--- config.mk ---
export PLATFORM = sky130hd
export DESIGN_NAME = phys_reg_free_list_flat
export DESIGN_NICKNAME = d
export VERILOG_FILES = /design/src/rtl/phys_reg_free_list_if.sv /design/src/rtl/phys_reg_free_list.sv /design/src/flat_wrapper.sv
export SDC_FILE = /design/constraint.sdc
export NUM_CORES = 1
export LEC_CHECK = 0
export CELL_PAD_IN_SITES_DETAIL_PLACEMENT = 0
export CELL_PAD_IN_SITES_GLOBAL_PLACEMENT = 2
export CORE_UTILIZATION = 47
export CTS_CLUSTER_DIAMETER = 100
export CTS_CLUSTER_SIZE = 20
export DETAILED_ROUTE_END_ITERATION = 6
export GPL_TIMING_DRIVEN = 0
export HOLD_SLACK_MARGIN = 0.02
export MAX_ROUTING_LAYER = met4
export PLACE_DENSITY_LB_ADDON = 0.1
export SYNTH_ARGS = -nofsm -noshare
export SYNTH_HDL_FRONTEND = slang
export SYNTH_SLANG_ARGS = --single-unit
export TNS_END_PERCENT = 20
--- constraint.sdc ---
create_clock -name clk -period 18 [get_ports clk]
set_clock_uncertainty 0.05 [all_clocks]
set_input_delay 4.5 -clock clk [delete_from_list [all_inputs] [get_ports clk]]
set_output_delay 4.5 -clock clk [all_outputs]
set_load 0.005 [all_outputs]
--- src/rtl/phys_reg_free_list_if.sv ---
// Rename/commit-side bus of the physical register free list.
// The rename stage owns the master side; the free list is the slave.
interface phys_reg_free_list_if #(
  parameter int NUM_CKPT = 4
);
  localparam int CW = (NUM_CKPT > 1) ? $clog2(NUM_CKPT) : 1;

  logic [1:0]    alloc_req;
  logic          ext_stall;
  logic [1:0]    alloc_valid;
  logic [5:0]    alloc_addr [2];
  logic          alloc_stall;
  logic [1:0]    free_valid;
  logic [5:0]    free_addr [2];
  logic          ckpt_take;
  logic [CW-1:0] ckpt_id;
  logic          if_recall;
  logic [CW-1:0] recall_id;
  logic [6:0]    free_count;
  logic          overflow_err;

  modport master (
    output alloc_req, ext_stall, free_valid, free_addr,
           ckpt_take, ckpt_id, if_recall, recall_id,
    input  alloc_valid, alloc_addr, alloc_stall, free_count, overflow_err
  );

  modport slave (
    input  alloc_req, ext_stall, free_valid, free_addr,
           ckpt_take, ckpt_id, if_recall, recall_id,
    output alloc_valid, alloc_addr, alloc_stall, free_count, overflow_err
  );
endinterface

--- src/rtl/phys_reg_free_list.sv ---
// Circular free list of 64 physical registers: two-lane zero-latency allocation,
// two-lane commit-time release, and head-pointer checkpoints for branch recovery.
module phys_reg_free_list #(
  parameter int NUM_CKPT = 4
) (
  input logic                 clk,
  input logic                 reset,
  phys_reg_free_list_if.slave bus
);
  localparam int CW    = (NUM_CKPT > 1) ? $clog2(NUM_CKPT) : 1;
  localparam int DEPTH = 64;

  logic [5:0] list_data [DEPTH];
  logic [6:0] ckpt_data [NUM_CKPT];
  logic [6:0] head_reg, head_next;
  logic [6:0] tail_reg, tail_next;
  logic       overflow_reg, overflow_next;
  logic [6:0] count;
  logic [1:0] n_req, n_grant, grant;
  logic       grant_ok;
  logic [5:0] rd_idx1;
  logic [1:0] keep, accept;
  logic [6:0] count_after0;
  logic [5:0] wr_idx [2];

  // Allocation: all-or-nothing grant against the current free count (no bypass of frees).
  always_comb begin
    count    = tail_reg - head_reg;
    n_req    = {1'b0, bus.alloc_req[0]} + {1'b0, bus.alloc_req[1]};
    grant_ok = count >= {5'd0, n_req};
    grant    = bus.alloc_req & {2{grant_ok}};
    n_grant  = {1'b0, grant[0]} + {1'b0, grant[1]};
    rd_idx1  = head_reg[5:0] + {5'd0, grant[0]};
  end

  // Release: capacity is measured against this cycle's count, lane 0 claiming first.
  always_comb begin
    for (int i = 0; i < 2; i++) begin
      keep[i] = bus.free_valid[i] && (bus.free_addr[i] != 6'd0);
    end
    accept[0]     = keep[0] && (count < 7'd64);
    count_after0  = count + {6'd0, accept[0]};
    accept[1]     = keep[1] && (count_after0 < 7'd64);
    wr_idx[0]     = tail_reg[5:0];
    wr_idx[1]     = tail_reg[5:0] + {5'd0, accept[0]};
    tail_next     = tail_reg + {6'd0, accept[0]} + {6'd0, accept[1]};
    overflow_next = overflow_reg | (keep[0] & ~accept[0]) | (keep[1] & ~accept[1]);
  end

  always_comb begin
    if (bus.if_recall) begin
      head_next = ckpt_data[bus.recall_id];
    end else if (bus.ext_stall) begin
      head_next = head_reg;
    end else begin
      head_next = head_reg + {5'd0, n_grant};
    end
  end

  always_ff @(posedge clk or posedge reset) begin
    if (reset) begin
      head_reg     <= 7'd0;
      tail_reg     <= 7'd32;
      overflow_reg <= 1'b0;
    end else begin
      head_reg     <= head_next;
      tail_reg     <= tail_next;
      overflow_reg <= overflow_next;
    end
  end

  // Entries 0..31 start holding registers 32..63; the rest are empty until freed.
  for (genvar gi = 0; gi < DEPTH; gi++) begin : g_list
    localparam logic [5:0] INIT = (gi < 32) ? 6'(32 + gi) : 6'd0;
    logic [5:0] entry_reg;
    always_ff @(posedge clk or posedge reset) begin
      if (reset) begin
        entry_reg <= INIT;
      end else if (accept[1] && (wr_idx[1] == 6'(gi))) begin
        entry_reg <= bus.free_addr[1];
      end else if (accept[0] && (wr_idx[0] == 6'(gi))) begin
        entry_reg <= bus.free_addr[0];
      end
    end
    assign list_data[gi] = entry_reg;
  end

  for (genvar gi = 0; gi < NUM_CKPT; gi++) begin : g_ckpt
    logic [6:0] slot_reg;
    always_ff @(posedge clk or posedge reset) begin
      if (reset) begin
        slot_reg <= 7'd0;
      end else if (bus.ckpt_take && !bus.if_recall && (bus.ckpt_id == CW'(gi))) begin
        slot_reg <= head_next;
      end
    end
    assign ckpt_data[gi] = slot_reg;
  end

  assign bus.alloc_valid   = grant;
  assign bus.alloc_addr[0] = list_data[head_reg[5:0]];
  assign bus.alloc_addr[1] = list_data[rd_idx1];
  assign bus.alloc_stall   = ~grant_ok;
  assign bus.free_count    = count;
  assign bus.overflow_err  = overflow_reg;

endmodule

--- src/flat_wrapper.sv ---
// flat-port wrapper written by rule: the top's interface ports become plain ports
module phys_reg_free_list_flat 
#(
  parameter int NUM_CKPT = 4
)
  (clk, reset, bus_alloc_req, bus_ext_stall, bus_free_valid, bus_free_addr, bus_ckpt_take, bus_ckpt_id, bus_if_recall, bus_recall_id, bus_alloc_valid, bus_alloc_addr, bus_alloc_stall, bus_free_count, bus_overflow_err);
  phys_reg_free_list_if #(.NUM_CKPT(NUM_CKPT)) bus_i ();
  input logic clk;
  input logic reset;
  input wire logic [$bits(bus_i.alloc_req)-1:0] bus_alloc_req;
  input wire logic [$bits(bus_i.ext_stall)-1:0] bus_ext_stall;
  input wire logic [$bits(bus_i.free_valid)-1:0] bus_free_valid;
  input wire logic [$bits(bus_i.free_addr)-1:0] bus_free_addr;
  input wire logic [$bits(bus_i.ckpt_take)-1:0] bus_ckpt_take;
  input wire logic [$bits(bus_i.ckpt_id)-1:0] bus_ckpt_id;
  input wire logic [$bits(bus_i.if_recall)-1:0] bus_if_recall;
  input wire logic [$bits(bus_i.recall_id)-1:0] bus_recall_id;
  output wire logic [$bits(bus_i.alloc_valid)-1:0] bus_alloc_valid;
  output wire logic [$bits(bus_i.alloc_addr)-1:0] bus_alloc_addr;
  output wire logic [$bits(bus_i.alloc_stall)-1:0] bus_alloc_stall;
  output wire logic [$bits(bus_i.free_count)-1:0] bus_free_count;
  output wire logic [$bits(bus_i.overflow_err)-1:0] bus_overflow_err;
  assign bus_i.alloc_req = bus_alloc_req;
  assign bus_i.ext_stall = bus_ext_stall;
  assign bus_i.free_valid = bus_free_valid;
  assign bus_i.free_addr = {>>{bus_free_addr}};
  assign bus_i.ckpt_take = bus_ckpt_take;
  assign bus_i.ckpt_id = bus_ckpt_id;
  assign bus_i.if_recall = bus_if_recall;
  assign bus_i.recall_id = bus_recall_id;
  assign bus_alloc_valid = bus_i.alloc_valid;
  assign bus_alloc_addr = {>>{bus_i.alloc_addr}};
  assign bus_alloc_stall = bus_i.alloc_stall;
  assign bus_free_count = bus_i.free_count;
  assign bus_overflow_err = bus_i.overflow_err;
  phys_reg_free_list #(.NUM_CKPT(NUM_CKPT)) u_core (.clk(clk), .reset(reset), .bus(bus_i));
endmodule
[Word level (Yosys, flattened, before mapping)]
Index checks and enable logic that the tools add are counted.
Cells by class
  add/sub/neg operators: 9
  magnitude comparators: 6
  eq/ne operators: 129
  muxes and demuxes: 139
  bitwise gates (word level): 11
  reductions and logical operators: 207
Operator list (number)
  $mux W6: 132
  $eq A6 B6 Y1 const B: 64
  $eq A6 B5 Y1 const B: 32
  $logic_and A1 B1 Y1: 137
  $reduce_bool A2 Y1: 64
  $eq A6 B4 Y1 const B: 16
  $bmux W6 S6: 2
  $eq A6 B3 Y1 const B: 8
  $mux W7: 4
  $eq A6 B2 Y1 const B: 4
  $add A7 B1 Y7: 3
  $bmux W7 S2: 1
  $ge A7 B7 Y1 const B: 2
  $lt A7 B7 Y1 const B: 2
  $not A6 Y7: 2
  $add A6 B1 Y6: 2
  $eq A6 B1 Y1 const B: 2
  $logic_not A6 Y1: 2
  $reduce_bool A6 Y1: 2
  $add A7 B2 Y7: 1
  $ge A7 B2 Y1: 1
  $sub A7 B7 Y7: 1
  $add A1 B1 Y2: 2
  $eq A2 B2 Y1 const B: 2
  other kinds (9): 13
Storage, ports and cells
  register bits: 427
  input bits: 25
  output and inout port bits: 23
  word-level logic and storage cells: 572

[Longest topological paths before layout]
Gate-level depths: netlist of run 1.
  depth after elaboration: 9
  mapped depth: 20

[Worst setup path after synthesis of run 1]
Ideal clock, no wire load.
  path kind: in2out
  start point: input port bus_alloc_req[0]
  end point: output port bus_alloc_addr[4]
  arrival: 8684 ps
  data required time: 13450 ps
  path slack: 4766 ps
  stages: 14
  buffers on the path: 3
  path through: ha_1 > ha_1 > nand2b_1 > a2111o_1 > nor4_1 > nor2b_1 > ha_1 > clkbuf_1 > buf_2 > buf_1 > mux4_2 > mux4_2 > a22oi_1 > nand2_1
Between the ends
  longest elaborated chain between the ends: 8
RTL lines
  start: declaration: line flat_wrapper.sv:10  | input wire logic [$bits(bus_i.alloc_req)-1:0] bus_alloc_req;
  $add A1 B1 Y2: line phys_reg_free_list.sv:29  | n_req = {1'b0, bus.alloc_req[0]} + {1'b0, bus.alloc_req[1]};
  $ge A7 B2 Y1: line phys_reg_free_list.sv:30  | grant_ok = count >= {5'd0, n_req};
  $and A2 B2 Y2 (*): line phys_reg_free_list.sv:31  | grant = bus.alloc_req & {2{grant_ok}};
  via bus_alloc_valid[0]: line flat_wrapper.sv:18  | output wire logic [$bits(bus_i.alloc_valid)-1:0] bus_alloc_valid;
  $add A6 B1 Y6 (*): line phys_reg_free_list.sv:33  | rd_idx1 = head_reg[5:0] + {5'd0, grant[0]};
  $not A6 Y7 (not written as such) (*): line phys_reg_free_list.sv:102  | assign bus.alloc_addr[1] = list_data[rd_idx1];
  $bmux W6 S6 (*): line phys_reg_free_list.sv:102
  $mux W6 (not written as such) (*) (2 in series): line phys_reg_free_list.sv:102
  end: declaration: line flat_wrapper.sv:19  | output wire logic [$bits(bus_i.alloc_addr)-1:0] bus_alloc_addr;
The timed path passes the listed nets; every way through them passes the cells marked *. The select of a mux whose other input is x is not followed.

[Worst setup path after layout of run 1]
  start point: input port bus_alloc_req[0]
  end point: output port bus_alloc_addr[0]
Between the ends
  longest elaborated chain between the ends: 8
RTL lines (line)
  $add A1 B1 Y2: phys_reg_free_list.sv:29
  $ge A7 B2 Y1: phys_reg_free_list.sv:30
  $and A2 B2 Y2 (*): phys_reg_free_list.sv:31
  $add A6 B1 Y6 (*): phys_reg_free_list.sv:33
  $not A6 Y7 (not written as such) (*): phys_reg_free_list.sv:102
  $bmux W6 S6 (*): phys_reg_free_list.sv:102
  $mux W6 (not written as such) (*) (2 in series): phys_reg_free_list.sv:102
Every way passes the cells marked *; elsewhere a longest branch is shown, timed or not. The select of a mux whose other input is x is not followed.

==> results of run 1 <==
==> per-stage QoR <==
| step | instance area [um^2] | hold slack [ns] |
|---|---|---|
| after floorplan | 28300 | 0.395 |
| after global placement | 29700 | 0.406 |
| after detailed placement | 29900 | 0.409 |
| after CTS | 30800 | 0.428 |
| after global routing | 30800 | 0.442 |
| final | 30800 | 0.429 |
==> power by group through the flow <==
stage	clock (mW)	combinational (mW)	sequential, mW
after floorplan	0	1.77	1.53
after global placement	0	2.65	1.61
after detailed placement	0	2.71	1.63
after CTS	0.732	2.72	1.61
after global routing	0.767	2.85	1.67
final	0.721	2.77	1.63
==> path summary, 6_finish.rpt <==
kind / endpoint / slack [ns] / cells past startpoint
worst max-delay path: bus_alloc_addr[0] / 1.66 / 17
worst min-delay path: u_core.bus.overflow_err$_DFF_PP0_ / 0.43 / 1
worst max register to register: u_core.g_list[33].entry_reg[0]$_DFFE_PP0P_ / 9.11 / 20
worst min register to register: u_core.bus.overflow_err$_DFF_PP0_ / 0.43 / 1
max in group asynchronous: u_core.g_list[23].entry_reg[3]$_DFFE_PP0P_ / 12.54 / 3
min in group asynchronous: u_core.g_list[51].entry_reg[1]$_DFFE_PP0P_ / 4.29 / 2
==> worst max-delay path, cell delays in order <==
cell,delay (ns)
clkdlybuf4s50_1,0.47
ha_1,0.32
ha_1,0.26
nand2b_1,0.14
a2111o_1,0.39
nor4_1,0.55
nor2b_1,0.19
ha_1,0.29
ha_1,0.29
clkbuf_1,0.57
clkbuf_1,0.64
clkbuf_1,0.97
mux4_2,0.46
mux4_2,0.58
a22oi_1,0.41
nand2_1,0.23
clkdlybuf4s50_1,0.50
==> Yosys cell counts, types with 3 or more instances <==
| cell | instances |
|---|---|
| a21oi_1 | 9 |
| a22oi_1 | 24 |
| a31oi_1 | 4 |
| and3_1 | 3 |
| buf_1 | 39 |
| buf_2 | 22 |
| clkbuf_1 | 118 |
| dfrtp_1 | 314 |
| dfstp_2 | 113 |
| fa_1 | 3 |
| ha_1 | 15 |
| inv_1 | 24 |
| mux2_1 | 33 |
| mux2_2 | 735 |
| mux4_2 | 247 |
| nand2_1 | 61 |
| nand2b_1 | 9 |
| nand3_1 | 69 |
| nand4_1 | 7 |
| nor2_1 | 38 |
| nor2b_1 | 7 |
| nor3_1 | 66 |
| nor3_2 | 7 |
| nor4b_2 | 3 |
| o21ai_0 | 29 |
| or3_1 | 4 |
| or4_1 | 3 |
| xnor2_1 | 15 |
| xor2_1 | 7 |
==> cells by family after synthesis <==
group,after synthesis
DFF,427
adders and majority gates,18
muxes,1017
AOI/OAI and AO/OA,80
xor gates and xnor gates,22
and+or+nand+nor,292
buffers and inverters,204
==> placed cells by master, fill, tap and decap left out, types with 31 or more instances in the layout <==
master and instances:
mux2_2 735, dfrtp_1 314, mux4_2 247, clkbuf_1 125
dfstp_2 113, nand3_1 69, nor3_1 63, nand2_1 61
clkdlybuf4s50_1 45, nor2_1 38, mux2_1 33, buf_1 31
==> final cells by class <==
type	instances	area, um^2	share of cell area, %
well taps	773	967	3.14
plain buffers	179	713	2.32
clock inverters	12	140	0.455
inverters	25	101	0.329
diodes	6	15.0	0.0487
multi-input cells	1429	16700	54.2
flip-flops and latches	427	10800	35.1
repair buffers	49	561	1.82
clock buffers	40	777	2.52
==> layer usage <==
metal | vias up | routed length [um] | GRT usage [%]
met5 | - | 0 | -
met4 | 0 | 5920 | 17.4
met3 | 216 | 8190 | 7.10
met2 | 845 | 50700 | 57.6
met1 | 10700 | 46700 | 50.5
li1 | 8123 | - | -
==> run summary, run 1 <==
Outcome - finished, violations left
Failing checks - DRC, capacitance limit, slew limit
Final TNS setup - 0 ns
RSZ-0062 raised after global routing - no
Max frequency - 0.0612 GHz
Yosys top cell by area - mux2_2
Synth Area in Compound Gates - 1.80%
Post-synth top flop - dfrtp_1
Worst R2R Start - u_core.head_reg[1]$_DFF_PP0_
Slew Limit Headroom - -2.66%
Critical path class - input port to primary output
Worst setup EP type - primary output
Post-Synth Simple-Gate Area - 5.31%
Mux cell area share after synthesis - 50.3%
Ranking of synthesized cells by area - mux2_2 29%, dfrtp_1 28%, mux4_2 20%
Final Power - 5.12 mW
Final non-filler cell total - 2,940
DP Cell Count - 2,882
Die area - 61,200 um^2
Drt first pass iters - 7
Setup ws final - 1.66 ns
Sequential share of power - 31.8%
Pwr Density - 166 nW/um^2
Ys async rst share - 100%
Postcts setup bufs - 0
XOR/XNOR Fraction of Synth Area - 0.681%
Worst min path class - register to register
Static Leak - 12.8 nW
Psw - 2.11 mW
GRT Resource Usage Total - 38.3%
Mapped Cells - 2,060
Register bit total from synthesis - 427
Vias in the first global route - 20,300
HPWL after DPL - 82.4 mm
Clk pwr share - 14.1%
Logic pwr share - 54.1%
Startpoint Class - input port
Netlist cell types - 51
Area Growth Syn to Fin - 8.85%
Final hold vios - 0
Clock transition at path regs - 0.09 ns
Clock root buffer - clkbuf_16
Number of core rows - 89
Post-CTS Hold Fix Bufs - 0
CP Max Fanout - 10
Antenna Nets Post-Route - 0
Layout cells sized above 1 - 55.3%
Max Slew Vio Count - 11
CTS sink count - 427
Via count - 19,900
Deepest clock path buffer count - 3
Hold path start - u_core.bus.overflow_err$_DFF_PP0_
Final min period - 16.34 ns
Core area - 59,200 um^2
WL final - 112 mm
Layout Nets - 2,182
VDD IR max - 138 uV
Sequential-to-total area share from yosys stat - 38.3%
Post-Syn Nets - 2,103
Final Setup Violations - 0
Pre-CTS setup slack - 1.78 ns
Die X - 247 um
Die height - 247 um
PortBufs - 45
Initial antenna violation count - 6
Via density - 6.77
Fillers - 5,083
Wirelength per Cell - 37.9 um
H-tree Lvls - 1
Latest clock arrival within the worst-skew pair - 0.62 ns
CTS tree - done
Synth warnings - 0
Initial cell density of the core - 47.8%
Adder-Cell Fraction of Synth Area - 0.875%
P_int - 3.00 mW
Largest register FFs - 384
DR DRC count - 8
Max-cap violations - 3
Least-Margin Pin Slew - 1.54 ns
Io pins - 48
Req. time, crit path - 13.45 ns
Mapped Avg Cell Area - 13.7 um^2
Cts bufs inserted - 28
Remaining global-route overflow - 0
Critical Path Source - bus_alloc_req[0]
First-pass GRT wire length - 157 mm
Pin count of the biggest net entering global routing - 128
Post-synth EDFFs - 0
Main combinational cell family by area after synthesis - multiplexers
Post-Syn Area - 28,300 um^2
Switching Share - 41.3%
Post-CTS sizing - 0
Iteration-0 DRC count of the detailed router - 2,061
Synth top area share - 29.2%
Final cycle utilization of the critical path - 90.8%
Final core utilization - 52.0%
Placer Congestion - 1.03
WP data arrival - 11.79 ns
No activity file was read; power rests on OpenSTA's default activity.
==> run 2: changes to the inputs <==
CORE_MARGIN = 5   (was unset)
SLEW_MARGIN = 15   (was unset)
==> run 2 against run 1 <==
Net effect:
- the run now ends clean
- first-iteration DRC count is 0.92% higher
- non-clock buffer count increased by 3
- cell area is essentially flat
- sequential cell count did not move
- core utilization shrank 0.65 points
- power is 0.81% lower
- critical path depth did not move
- sequential power about the same
- routed wire length shrank 0.12%
- register-to-register slack about the same
- via count grew 0.58%
- critical path type unchanged
- highest routed layer unchanged
==> run summary, run 2 (same netlist as run 1, synthesis figures left out) <==
Outcome - finished, final reports clean
Commonest non-fill, non-tap cell in the layout - mux2_2
Critical Path Most Common Cell - ha_1
Critical path class - input port to primary output
CTS tree - done
Crit path max-delay cell type - clkbuf_1
Deepest clock path buffer count - 3
Core area - 60,000 um^2
WP data arrival - 11.89 ns
Placer Congestion - 0.981
Post-placement cell area - 30,000 um^2
Vias in the first global route - 20,300
Antenna Nets Post-Route - 0
RSZ-0062 raised after global routing - no
VDD IR max - 98.1 uV
Worst setup EP type - primary output
GRT Resource Usage Total - 34.4%
Final cycle utilization of the critical path - 91.3%
Die X - 255 um
Die area - 65,200 um^2
Layout cells sized above 1 - 56.5%
Pwr Density - 165 nW/um^2
Final core utilization - 51.3%
Final Setup Violations - 0
Final min period - 16.44 ns
Max Slew Vio Count - 0
Worst min path class - register to register
Least-Margin Pin Slew - 1.39 ns
Io pins - 48
Area Growth Syn to Fin - 8.89%
Commonest non-fill, non-tap cells in the layout - 735 x mux2_2, 314 x dfrtp_1, 247 x mux4_2
Cts bufs inserted - 27
Initial cell density of the core - 47.2%
P_int - 2.96 mW
Setup ws final - 1.56 ns
PortBufs - 45
Die height - 255 um
CP Max Fanout - 10
Pre-CTS setup slack - 1.75 ns
Startpoint Class - input port
Req. time, crit path - 13.45 ns
Layout Nets - 2,184
Number of core rows - 90
WL final - 111 mm
HPWL after DPL - 83.5 mm
Critical path, cell by cell - clkdlybuf4s50_1 > ha_1 > ha_1 > nand2b_1 > a2111o_1 > nor4_1 > nor2b_1 > ha_1 > ha_1 > clkbuf_1 > clkbuf_1 > clkbuf_1 > mux4_2 > mux4_2 > a22oi_1 > nand2_1 > clkdlybuf4s50_1
Wirelength per Cell - 37.8 um
Clock root buffer - clkbuf_16
First-pass GRT wire length - 157 mm
Crit path max-delay family - buffers and inverters
Final Power - 5.07 mW
Via count - 20,000
DR DRC count - 0
Fin area - 30,800 um^2
Via density - 6.80
R2R Setup Slk - 9.12 ns
Switching Share - 41.7%
H-tree Lvls - 1
CP max stage delay - 1.02 ns
Static Leak - 12.8 nW
Initial antenna violation count - 1
Postcts setup bufs - 0
Iteration-0 DRC count of the detailed router - 2,080
Sequential share of power - 32.1%
Max-cap violations - 0
Clk pwr share - 13.2%
CTS sink count - 427
Remaining global-route overflow - 0
Post-CTS sizing - 0
Psw - 2.12 mW
Pin count of the biggest net entering global routing - 100
Drt first pass iters - 7
Clock transition at path regs - 0.09 ns
Largest register FFs - 384
Post-CTS Hold Fix Bufs - 0
Latest clock arrival within the worst-skew pair - 0.60 ns
Max frequency - 0.0608 GHz
Final hold vios - 0
Logic pwr share - 54.7%
Bufs and invs on worst path - 5
Slew Limit Headroom - 6.86%
[run 2: final cells by class]
cell class              instances  area [um^2]
diodes                          2         5.00
plain buffers                 179          736
clock buffers                  42          752
clock inverters                 7         61.3
fillers                      5167        29200
inverters                      25          101
multi-input cells            1429        16800
flip-flops and latches        427        10800
well taps                     782          978
repair buffers                 52          603
[run 2: layer usage]
metal  share of wire [%]  vias to the layer above  track usage [%]  routed length (um)
met5                   0                        -                -                   0
li1                    -                     8128                -                   -
met4                 4.5                        0             11.8                4990
met2                  45                      915             51.4               50300
met3                 8.3                      218             6.34                9210
met1                  42                    10800             48.0               46900
[run 2: worst min-delay path, cell delays in order, from the launching register on]
cell and delay (ns):
dfrtp_1 0.35, nand2_1 0.04, o21ai_0 0.06
[run 2: path summary, 6_finish.rpt]
| check | startpoint | end | cells past startpoint |
|---|---|---|---|
| max in group asynchronous | reset | u_core.g_ckpt[3].slot_reg[0]$_DFFE_PP0P_ | 5 |
| setup reg to reg | u_core.head_reg[1]$_DFF_PP0_ | u_core.g_list[34].entry_reg[0]$_DFFE_PP0P_ | 20 |
| setup / recovery | bus_alloc_req[1] | bus_alloc_addr[1] | 17 |
| min in group asynchronous | reset | u_core.g_list[19].entry_reg[3]$_DFFE_PP0P_ | 2 |
| hold reg to reg | u_core.g_ckpt[0].slot_reg[4]$_DFFE_PP0P_ | u_core.g_ckpt[0].slot_reg[4]$_DFFE_PP0P_ | 2 |
| hold / removal | u_core.g_ckpt[0].slot_reg[4]$_DFFE_PP0P_ | u_core.g_ckpt[0].slot_reg[4]$_DFFE_PP0P_ | 2 |
[run 2: per-stage QoR]
stage	instances	setup TNS, ns	hold slack (ns)
detailed placement	2894	0	0.406
global route	2944	0	0.457
floorplan	2060	0	0.395
finish	2945	0	0.433
global placement	2887	-1282.23	0.402
CTS	2943	0	0.436
[run 2: power by group through the flow]
stage               logic [mW]  clock network (mW)  registers, mW
floorplan                 1.77                   0           1.53
global placement          2.65                   0           1.61
detailed placement        2.70                   0           1.64
CTS                       2.71               0.682           1.62
global route              2.87               0.714           1.67
finish                    2.77               0.669           1.63
==> run 3: changes to the inputs <==
CORE_MARGIN = unset   (was 5)
DONT_BUFFER_PORTS = 1   (was unset)
==> run 3 against run 2 <==
Net effect:
- the run now ends with DRC left
- critical path type unchanged
- global-route usage grew 3.1 points
- largest power group unchanged
- clock power up 3.6%
- power shrank 1.6%
==> run summary, run 3 (same netlist as run 1, synthesis figures left out) <==
Drt first pass iters - 7
P_int - 2.89 mW
Die height - 247 um
Initial antenna violation count - 2
HPWL after DPL - 81.1 mm
Final hold vios - 0
Final Power - 5.00 mW
First-pass GRT wire length - 154 mm
Final cycle utilization of the critical path - 85.3%
Postcts setup bufs - 0
Sequential share of power - 32.5%
Area Growth Syn to Fin - 7.37%
Pin count of the biggest net entering global routing - 108
Layout cells sized above 1 - 57.7%
Startpoint Class - input port
Die area - 61,200 um^2
Max frequency - 0.0651 GHz
Final non-filler cell total - 2,891
Via density - 6.89
Switching Share - 42.2%
Critical path class - input port to primary output
Clock root buffer - clkbuf_16
Initial cell density of the core - 47.8%
Worst min path class - register to register
DR DRC count - 8
DP Cell Count - 2,839
CTS sink count - 427
Commonest non-fill, non-tap cell in the layout - mux2_2
Psw - 2.11 mW
Failing checks - DRC
Wirelength per Cell - 37.9 um
Clock transition at path regs - 0.08 ns
Post-CTS Hold Fix Bufs - 0
CTS tree - done
Io pins - 48
Post-placement cell area - 29,500 um^2
Vias in the first global route - 19,900
Antenna Nets Post-Route - 0
Latest clock arrival within the worst-skew pair - 0.62 ns
Commonest non-fill, non-tap cells in the layout - 735 x mux2_2, 314 x dfrtp_1, 247 x mux4_2
Least-Margin Pin Slew - 1.32 ns
CP Max Fanout - 10
Static Leak - 12.7 nW
Worst setup EP type - primary output
GRT Resource Usage Total - 37.5%
WL final - 109 mm
Placer Congestion - 1.04
Die X - 247 um
Max-cap violations - 0
Core area - 59,200 um^2
Largest register FFs - 384
WP data arrival - 10.80 ns
PortBufs - 0
Max Slew Vio Count - 0
Final min period - 15.35 ns
H-tree Lvls - 1
Cts bufs inserted - 28
Slew Limit Headroom - 12.0%
Number of core rows - 89
Via count - 19,900
Fin area - 30,400 um^2
Iteration-0 DRC count of the detailed router - 1,995
Outcome - finished, violations left
Pwr Density - 164 nW/um^2
Deepest clock path buffer count - 3
VDD IR max - 91.5 uV
Layout Nets - 2,139
Req. time, crit path - 13.45 ns
Remaining global-route overflow - 0
Logic pwr share - 53.6%
RSZ-0062 raised after global routing - no
Clk pwr share - 13.9%
Final Setup Violations - 0
Post-CTS sizing - 0
-- run 3: changes by cell type in the layout (fill, tap and decap cells not counted), moves of 2 or more --
cell / before / now
clkinv_2: 2 / 0
clkbuf_2: 12 / 9
clkbuf_16: 27 / 29
clkbuf_1: 122 / 120
clkdlybuf4s50_1: 45 / 0
clkinv_4: 0 / 4
-- run 3: path summary, 6_finish.rpt --
path / start / endpoint / slack [ns] / depth (start not counted)
worst min register to register: u_core.g_ckpt[3].slot_reg[3]$_DFFE_PP0P_ / u_core.g_ckpt[3].slot_reg[3]$_DFFE_PP0P_ / 0.44 / 2
max in group asynchronous: reset / u_core.g_list[23].entry_reg[2]$_DFFE_PP1P_ / 12.85 / 3
worst max register to register: u_core.head_reg[1]$_DFF_PP0_ / u_core.g_list[34].entry_reg[1]$_DFFE_PP0P_ / 9.54 / 20
worst max-delay path: bus_alloc_req[0] / bus_alloc_addr[0] / 2.65 / 15
min in group asynchronous: reset / u_core.g_list[51].entry_reg[2]$_DFFE_PP0P_ / 3.76 / 1
worst min-delay path: u_core.g_ckpt[3].slot_reg[3]$_DFFE_PP0P_ / u_core.g_ckpt[3].slot_reg[3]$_DFFE_PP0P_ / 0.44 / 2
-- run 3: power by group through the flow --
stage	sequential (mW)	combinational [mW]	clock [mW]
2_1_floorplan	1.53	1.77	0
3_3_place_gp	1.61	2.54	0
3_5_place_dp	1.63	2.59	0
4_1_cts	1.61	2.60	0.703
5_1_grt	1.66	2.76	0.734
6_report	1.62	2.68	0.693
-- run 3: through the flow --
stage               hold WS [ns]  setup WS (ns)   TNS, ns  utilization [%]
finish                     0.435           2.65         0             51.3
CTS                        0.439           2.73         0             51.2
global route               0.461           2.51         0             51.3
global placement           0.406          -3.73  -1142.15             49.4
detailed placement         0.420           2.74         0             49.8
floorplan                  0.395           1.75         0                -
-- run 3: cell type report --
cell class,instances,area [um^2]
inverter,25,101
buffer,179,733
multi-input combinational,1429,16800
sequential,427,10800
fill,5105,28900
clock buffer,40,777
antenna,2,5.00
timing repair buffer,6,129
clock inverter,10,92.6
tap,773,967
-- run 3: layer usage --
metal / up-vias / GRT usage, % / share of wire [%]
met5: - / - / 0
met4: 0 / 14.4 / 4.6
met3: 219 / 10.4 / 9.6
met2: 1005 / 55.8 / 45
met1: 10600 / 48.7 / 41
li1: 8053 / - / -
-- run 3: worst max-delay path, stage by stage --
cell and delay, ns:
ha_1 0.27, ha_1 0.26, nand2b_1 0.14, a2111o_1 0.40, nor4_1 0.64, nor2b_1 0.23
ha_1 0.30, ha_1 0.27, clkbuf_1 0.57, clkbuf_1 0.61, clkbuf_1 0.95, mux4_2 0.46
mux4_2 0.59, a22oi_1 0.32, nand2_1 0.25
